--- src/rtl/regfile_write_arbiter.sv ---
`default_nettype none
// ============================================================================
// Module   : regfile_write_arbiter
// Purpose  : Two-requester (execute / load) writeback arbiter driving a single
//            register-file write port, with per-register pending tracking.
// Revision : 1.0 - initial release
// ============================================================================
module regfile_write_arbiter (
    input  logic        Clk,
    input  logic        Reset,
    input  logic        AValid,
    output logic        AReady,
    input  logic [4:0]  ARW,
    input  logic [63:0] AData,
    input  logic        BValid,
    output logic        BReady,
    input  logic [4:0]  BRW,
    input  logic [63:0] BData,
    output logic        RegWr,
    output logic [4:0]  RW,
    output logic [63:0] BusW,
    output logic [31:0] Pending
);

    localparam int         c_STAMP_W  = 3;
    localparam logic [4:0] c_ZERO_REG = 5'd31;

    logic                 r_aFull;
    logic [4:0]           r_aRW;
    logic [63:0]          r_aData;
    logic [c_STAMP_W-1:0] r_aStamp;
    logic                 r_bFull;
    logic [4:0]           r_bRW;
    logic [63:0]          r_bData;
    logic [c_STAMP_W-1:0] r_bStamp;
    logic [c_STAMP_W-1:0] r_seq;
    logic                 r_ptrB;
    logic                 r_regWr;
    logic [4:0]           r_rw;
    logic [63:0]          r_busW;

    logic [c_STAMP_W-1:0] w_stampDiff;
    logic                 w_tie;
    logic                 w_aOlder;
    logic                 w_bothFull;
    logic                 w_grantA;
    logic                 w_grantB;
    logic                 w_aLoad;
    logic                 w_bLoad;

    // Stamps live at most two loads apart, so a wrapped difference orders them.
    assign w_stampDiff = r_aStamp - r_bStamp;
    assign w_tie       = (w_stampDiff == '0);
    assign w_aOlder    = w_stampDiff[c_STAMP_W-1];
    assign w_bothFull  = r_aFull & r_bFull;

    assign w_grantA = r_aFull & (~r_bFull | (~w_tie & w_aOlder) | (w_tie & ~r_ptrB));
    assign w_grantB = r_bFull & ~w_grantA;

    assign AReady = ~r_aFull | w_grantA;
    assign BReady = ~r_bFull | w_grantB;

    // Register 31 is hard zero: the handshake completes but nothing is kept.
    assign w_aLoad = AValid & AReady & (ARW != c_ZERO_REG);
    assign w_bLoad = BValid & BReady & (BRW != c_ZERO_REG);

    always_ff @(posedge Clk or posedge Reset) begin
        if (Reset) begin
            r_aFull  <= 1'b0;
            r_aRW    <= '0;
            r_aData  <= '0;
            r_aStamp <= '0;
        end else if (w_aLoad) begin
            r_aFull  <= 1'b1;
            r_aRW    <= ARW;
            r_aData  <= AData;
            r_aStamp <= r_seq;
        end else if (w_grantA) begin
            r_aFull  <= 1'b0;
        end
    end

    always_ff @(posedge Clk or posedge Reset) begin
        if (Reset) begin
            r_bFull  <= 1'b0;
            r_bRW    <= '0;
            r_bData  <= '0;
            r_bStamp <= '0;
        end else if (w_bLoad) begin
            r_bFull  <= 1'b1;
            r_bRW    <= BRW;
            r_bData  <= BData;
            r_bStamp <= r_seq;
        end else if (w_grantB) begin
            r_bFull  <= 1'b0;
        end
    end

    always_ff @(posedge Clk or posedge Reset) begin
        if (Reset) begin
            r_seq  <= '0;
            r_ptrB <= 1'b0;
        end else begin
            if (w_aLoad | w_bLoad) begin
                r_seq <= r_seq + 1'b1;
            end
            // Only same-age contention moves the round-robin pointer.
            if (w_bothFull & w_tie) begin
                r_ptrB <= w_grantA;
            end
        end
    end

    always_ff @(posedge Clk or posedge Reset) begin
        if (Reset) begin
            r_regWr <= 1'b0;
            r_rw    <= '0;
            r_busW  <= '0;
        end else if (w_grantA) begin
            r_regWr <= 1'b1;
            r_rw    <= r_aRW;
            r_busW  <= r_aData;
        end else if (w_grantB) begin
            r_regWr <= 1'b1;
            r_rw    <= r_bRW;
            r_busW  <= r_bData;
        end else begin
            r_regWr <= 1'b0;
        end
    end

    assign RegWr = r_regWr;
    assign RW    = r_rw;
    assign BusW  = r_busW;

    always_comb begin
        Pending = '0;
        if (r_aFull) begin
            Pending = Pending | (32'd1 << r_aRW);
        end
        if (r_bFull) begin
            Pending = Pending | (32'd1 << r_bRW);
        end
        if (r_regWr) begin
            Pending = Pending | (32'd1 << r_rw);
        end
    end

endmodule
`default_nettype wire

--- config.mk ---
export PLATFORM = sky130hd
export DESIGN_NAME = regfile_write_arbiter
export DESIGN_NICKNAME = d
export VERILOG_FILES = /design/src/rtl/regfile_write_arbiter.sv
export SDC_FILE = /design/constraint.sdc
export NUM_CORES = 1
export LEC_CHECK = 0
export ABC_AREA = 1
export CAP_MARGIN = 30
export CORE_ASPECT_RATIO = 0.7
export CORE_UTILIZATION = 60
export CTS_CLUSTER_DIAMETER = 60
export DETAILED_ROUTE_END_ITERATION = 8
export DONT_BUFFER_PORTS = 1
export GPL_ROUTABILITY_DRIVEN = 0
export PLACE_DENSITY = 0.76
export SLEW_MARGIN = 20
export SYNTH_ARGS = -nofsm -noshare
export SYNTH_HDL_FRONTEND = slang
export SYNTH_SLANG_ARGS = --single-unit
export TNS_END_PERCENT = 20
--- constraint.sdc ---
create_clock -name Clk -period 12.05 [get_ports Clk]
set_clock_uncertainty 0.15 [all_clocks]
set_input_delay 3.0125 -clock Clk [delete_from_list [all_inputs] [get_ports Clk]]
set_output_delay 3.0125 -clock Clk [all_outputs]
set_load 0.01 [all_outputs]
# After elaboration in Yosys (flattened, before gate mapping)
# Index checks and enable logic that the tools add are counted.
# word_totals
regBits	220
input_bits	142
out_inout_bits	104
wordCells	59
# op_classes
add_sub_neg	2
eq_ne	2
shift	3
mux	13
n_bitwise	22
reduce_logical	4
# ops
operator	count
$mux 64	2
$mux 32	3
$shl 1x5->32 const A	3
$or 32x32->32	2
$and 1x1->1	10
$mux 5	2
$ne 5x5->1 const B	2
$mux 1	6
$reduce_bool 2->1	3
$not 1->1	5
$or 1x1->1	5
$add 3x1->3 const B	1
$logic_not 3->1	1
$sub 3x3->3	1

# Logic depth before layout (Yosys ltp)
# logic_depth
ltp_word	13
mapped_depth	13
ltp_nobuf	12

# Worst setup path after synthesis
# No wires, ideal clock.
# synth_timing
path_kind	reg-to-output
start	register r_aStamp[1]
end	output BReady
arrival_time_ns	1.416
t_required_ns	8.887
path_slack_ns	7.472
stages_incl_launch_ff	8
n_path_buf	1
cell_sequence	dfrtp_1 -> ha_1 -> nand2_1 -> nor2_1 -> nor2_1 -> nand3_2 -> nand2_2 -> buf_2
# synth_between
elab_chain_cells	10
elab_cells_between_ends	11
classes_between	add/sub (1); bitwise (9); reduce/logical (1)
# synth_lines
item	line	rtl
from (decl)	31	logic [c_STAMP_W-1:0] r_aStamp;
from (signal assigned)	77	r_aStamp <= r_seq;
$sub 3x3->3 (*)	52	assign w_stampDiff = r_aStamp - r_bStamp;
$logic_not 3->1	53	assign w_tie = (w_stampDiff == '0);
$not 1->1	57	assign w_grantA = r_aFull & (~r_bFull | (~w_tie & w_aOlder) | (w_tie & ~r_ptrB));
$and 1x1->1	57	
$or 1x1->1	57	
$or 1x1->1 (*)	57	
$and 1x1->1 (*)	57	
$not 1->1 (*)	58	assign w_grantB = r_bFull & ~w_grantA;
$and 1x1->1 (*)	58	
$or 1x1->1 (*)	61	assign BReady = ~r_bFull | w_grantB;
to (decl)	16	output logic BReady,
# Mark *: on every way between the ends. The rest lies on a longest branch, timed or not.

# Final worst setup path
# layout_timing
start	register r_bFull
end	output Pending[12]
# layout_between
elab_chain_cells	3
# layout_lines
item	line	rtl
from (decl)	32	logic r_bFull;
from (signal assigned)	85	r_bFull <= 1'b0;
from (signal assigned)	90	r_bFull <= 1'b1;
from (signal assigned)	95	r_bFull <= 1'b0;
$mux 32 (*)	141	if (r_bFull) begin
$or 32x32->32	145	Pending = Pending | (32'd1 << r_rw);
$mux 32 (*)	144	if (r_regWr) begin
to (decl)	22	output logic [31:0] Pending
# Marked as above.

==> results.py <==
metrics = {
    "status": {
        "status": "finished, final reports clean",
    },
    "cts": {
        "holdBufCountCts": 0,
        "clock_latency_ns": 0.50,
        "cts.repair.resized": 0,
        "cts_sinks": 220,
        "cts_tree": "done",
        "post_cts_buffers": 0,
        "root_buffer": "clkbuf_16",
        "cts_made_buffers": 21,
        "cts-htree-levels": 1,
        "cts_max_path_buffers": 3,
        "clk_pin_slew_ns": 0.06,
    },
    "sta": {
        "hold_viol": 0,
        "min_period_ns": 5.80,
        "fmax_mhz": 172,
        "finalMaxSlewViolations": 0,
        "finalSetupTns_ns": 0,
        "rsz0062_at_grt": "false",
        "slew_headroom_pct": 36.5,
        "fin_crit_sh_pct": 48.2,
        "setup_violations": 0,
        "worst_pin_slew_ns": 0.953,
    },
    "cells_and_area": {
        "area_growth_pct": 7.36,
        "num_antenna_cells": 0,
        "layout-drive-gt1-share_pct": 4.58,
        "finish.utilization_pct": 67.0,
        "final_common_cell": "nand2_1",
        "final_nets": 1441,
        "final_area_mm2": 0.0111,
        "final_cell_mix": "nand2_1 (565), nand3_1 (255), dfrtp_1 (219), inv_1 (98), o21ai_0 (39)",
        "fill_cells": 1422,
        "fin_cells": 1535,
    },
    "floorplanning": {
        "core_area_mm2": 0.0166,
        "pin_count": 246,
        "die_h_um": 112,
        "die-area_mm2": 0.0178,
        "num_rows": 39,
        "initial_utilization_pct": 62.4,
        "die_w_um": 159,
    },
    "placement": {
        "place_inst": 1496,
        "placed_area_mm2": 0.0103,
        "portBuffers": 0,
        "dpl.hpwl_mm": 16.9,
    },
    "pwr": {
        "irDropWorstVdd_v": 0.000182,
        "power_density_mw_per_mm2": 298,
        "power.leakage_nw": 5.78,
    },
    "min_path": {
        "hold_class": "flip-flop to flip-flop",
    },
    "drt": {
        "wl_per_cell_um": 17.9,
        "drt_wl_total_mm": 27.5,
        "ant_nets": 0,
        "route.detailed.drc": 0,
        "drtIter0Drc": 821,
        "viasPerCell": 5.69,
        "drtPass1Iterations": 9,
        "num_vias": 8739,
    },
    "grt": {
        "grt_pass1_vias": 8371,
        "track_usage_pct": 31.4,
        "grt-ovfl-total": 0,
        "grt_max_degree": 101,
        "antenna_found_initial": 0,
        "grt_pass1_wl_mm": 44.4,
    },
    "setup_path": {
        "crit_arrival_ns": 2.64,
        "critPathLaunchType": "flip-flop",
        "crit_fanout": 38,
        "endpoint_kind": "primary output",
        "worstPathRequired_ns": 8.89,
        "crit_type": "flip-flop to primary output",
    },
    "synthesis": {
        "synth_area_leaders": "dfrtp_1 (53%), nand2_1 (20%), nand3_1 (12%)",
        "synth-seq-cells": 220,
        "synth_top_cell_by_area": "dfrtp_1",
        "synth_top_area_share_pct": 53.2,
        "postSynthCellCount": 1349,
        "seq_area_frac_synth_pct": 53.2,
        "yosysWarnings": 0,
        "netlist_area_mm2": 0.0103,
        "syn_nets": 1494,
        "avgSynthCellArea_um2": 7.67,
        "ys_types": 27,
    },
    "run": {
        "drv_cap": 0,
    },
}
critical path, cell delays in order, from the launching register on:
cell and delay (ns):
dfrtp_2 0.93, inv_2 0.18, nor2_1 0.47, buf_4 0.29, nand2_1 0.07, o311ai_0 0.19
worst paths after layout:
kind	startpoint	endpoint	slack (ns)	cells past startpoint
setup / recovery	r_bFull$_DFFE_PP0P_	Pending[12]	6.25	5
hold / removal	r_aData[51]$_DFFE_PP0P_	r_aData[51]$_DFFE_PP0P_	0.32	2
setup reg to reg	r_bFull$_DFFE_PP0P_	r_seq[2]$_DFFE_PP0P_	8.19	9
hold reg to reg	r_aData[51]$_DFFE_PP0P_	r_aData[51]$_DFFE_PP0P_	0.32	2
max in group asynchronous	Reset	r_aData[6]$_DFFE_PP0P_	7.78	3
min in group asynchronous	Reset	r_aData[30]$_DFFE_PP0P_	2.33	1
metal layers:
layer	vias up	global-route usage, %	part of all wire, %
met5	-	0	0
met4	0	7.05	2.0
met3	57	10.7	12
met2	467	47.6	43
met1	4044	43.9	42
li1	4171	-	-
cells in the mapped netlist:
cell / number
o21a_1: 2
buf_4: 3
dfrtp_1: 220
inv_1: 99
o311ai_0: 4
o21ai_0: 39
nand4_1: 3
inv_2: 2
o211ai_1: 3
nand3_2: 2
buf_1: 5
ha_1: 3
o21ai_1: 4
xor2_1: 1
nor4_1: 14
nand2_1: 565
inv_4: 1
nand2_2: 3
nor2_8: 1
a21oi_1: 1
nand2_4: 1
nor3_1: 4
clkbuf_1: 33
buf_2: 45
nor2_1: 34
nand3_1: 255
clkinv_1: 2
stage by stage:
step           hold slack [ns]  power [W]  worst slack (ns)
2_1_floorplan            0.292    0.00227              2.87
4_1_cts                  0.323    0.00331              6.09
3_5_place_dp             0.307    0.00260              6.61
6_report                 0.320    0.00331              6.25
5_1_grt                  0.334    0.00355              6.18
3_3_place_gp             0.303    0.00253              6.75
final cells by class:
cell class | instances | area (um2) | area share, %
multi-input combinational | 939 | 4090 | 36.8
clock inverter | 7 | 118 | 1.06
inverter | 104 | 400 | 3.60
tap | 225 | 282 | 2.53
clock buffer | 30 | 629 | 5.66
sequential | 220 | 5510 | 49.6
timing repair buffer | 10 | 87.6 | 0.788
sequential cells by signal (all words and copies together) (netlist names), 3 cells and up:
| register | cells |
|---|---|
| r_bData | 64 |
| r_aRW | 5 |
| RW | 5 |
| r_seq | 3 |
| r_aData | 64 |
| r_bStamp | 3 |
| BusW | 64 |
| r_aStamp | 3 |
| r_bRW | 5 |
power by group:
part / internal (W) / switching, W / total (W)
clock: 0.000428 / 0.000276 / 0.000704
sequential: 0.00108 / 0.000344 / 0.00142
combinational: 0.000332 / 0.000850 / 0.00118
logic make-up (layout without fill, tap and decap cells):
| group | Yosys count | after routing | share of synthesized area (%) |
|---|---|---|---|
| buf+inv | 190 | 151 | 7.57 |
| flops | 220 | 220 | 53.2 |
| fa+ha+maj | 3 | 3 | 0.363 |
| compound gates | 53 | 53 | 2.83 |
| xor+xnor | 1 | 1 | 0.0846 |
| simple gates | 882 | 882 | 36.0 |
No activity file was read; power rests on OpenSTA's default activity.
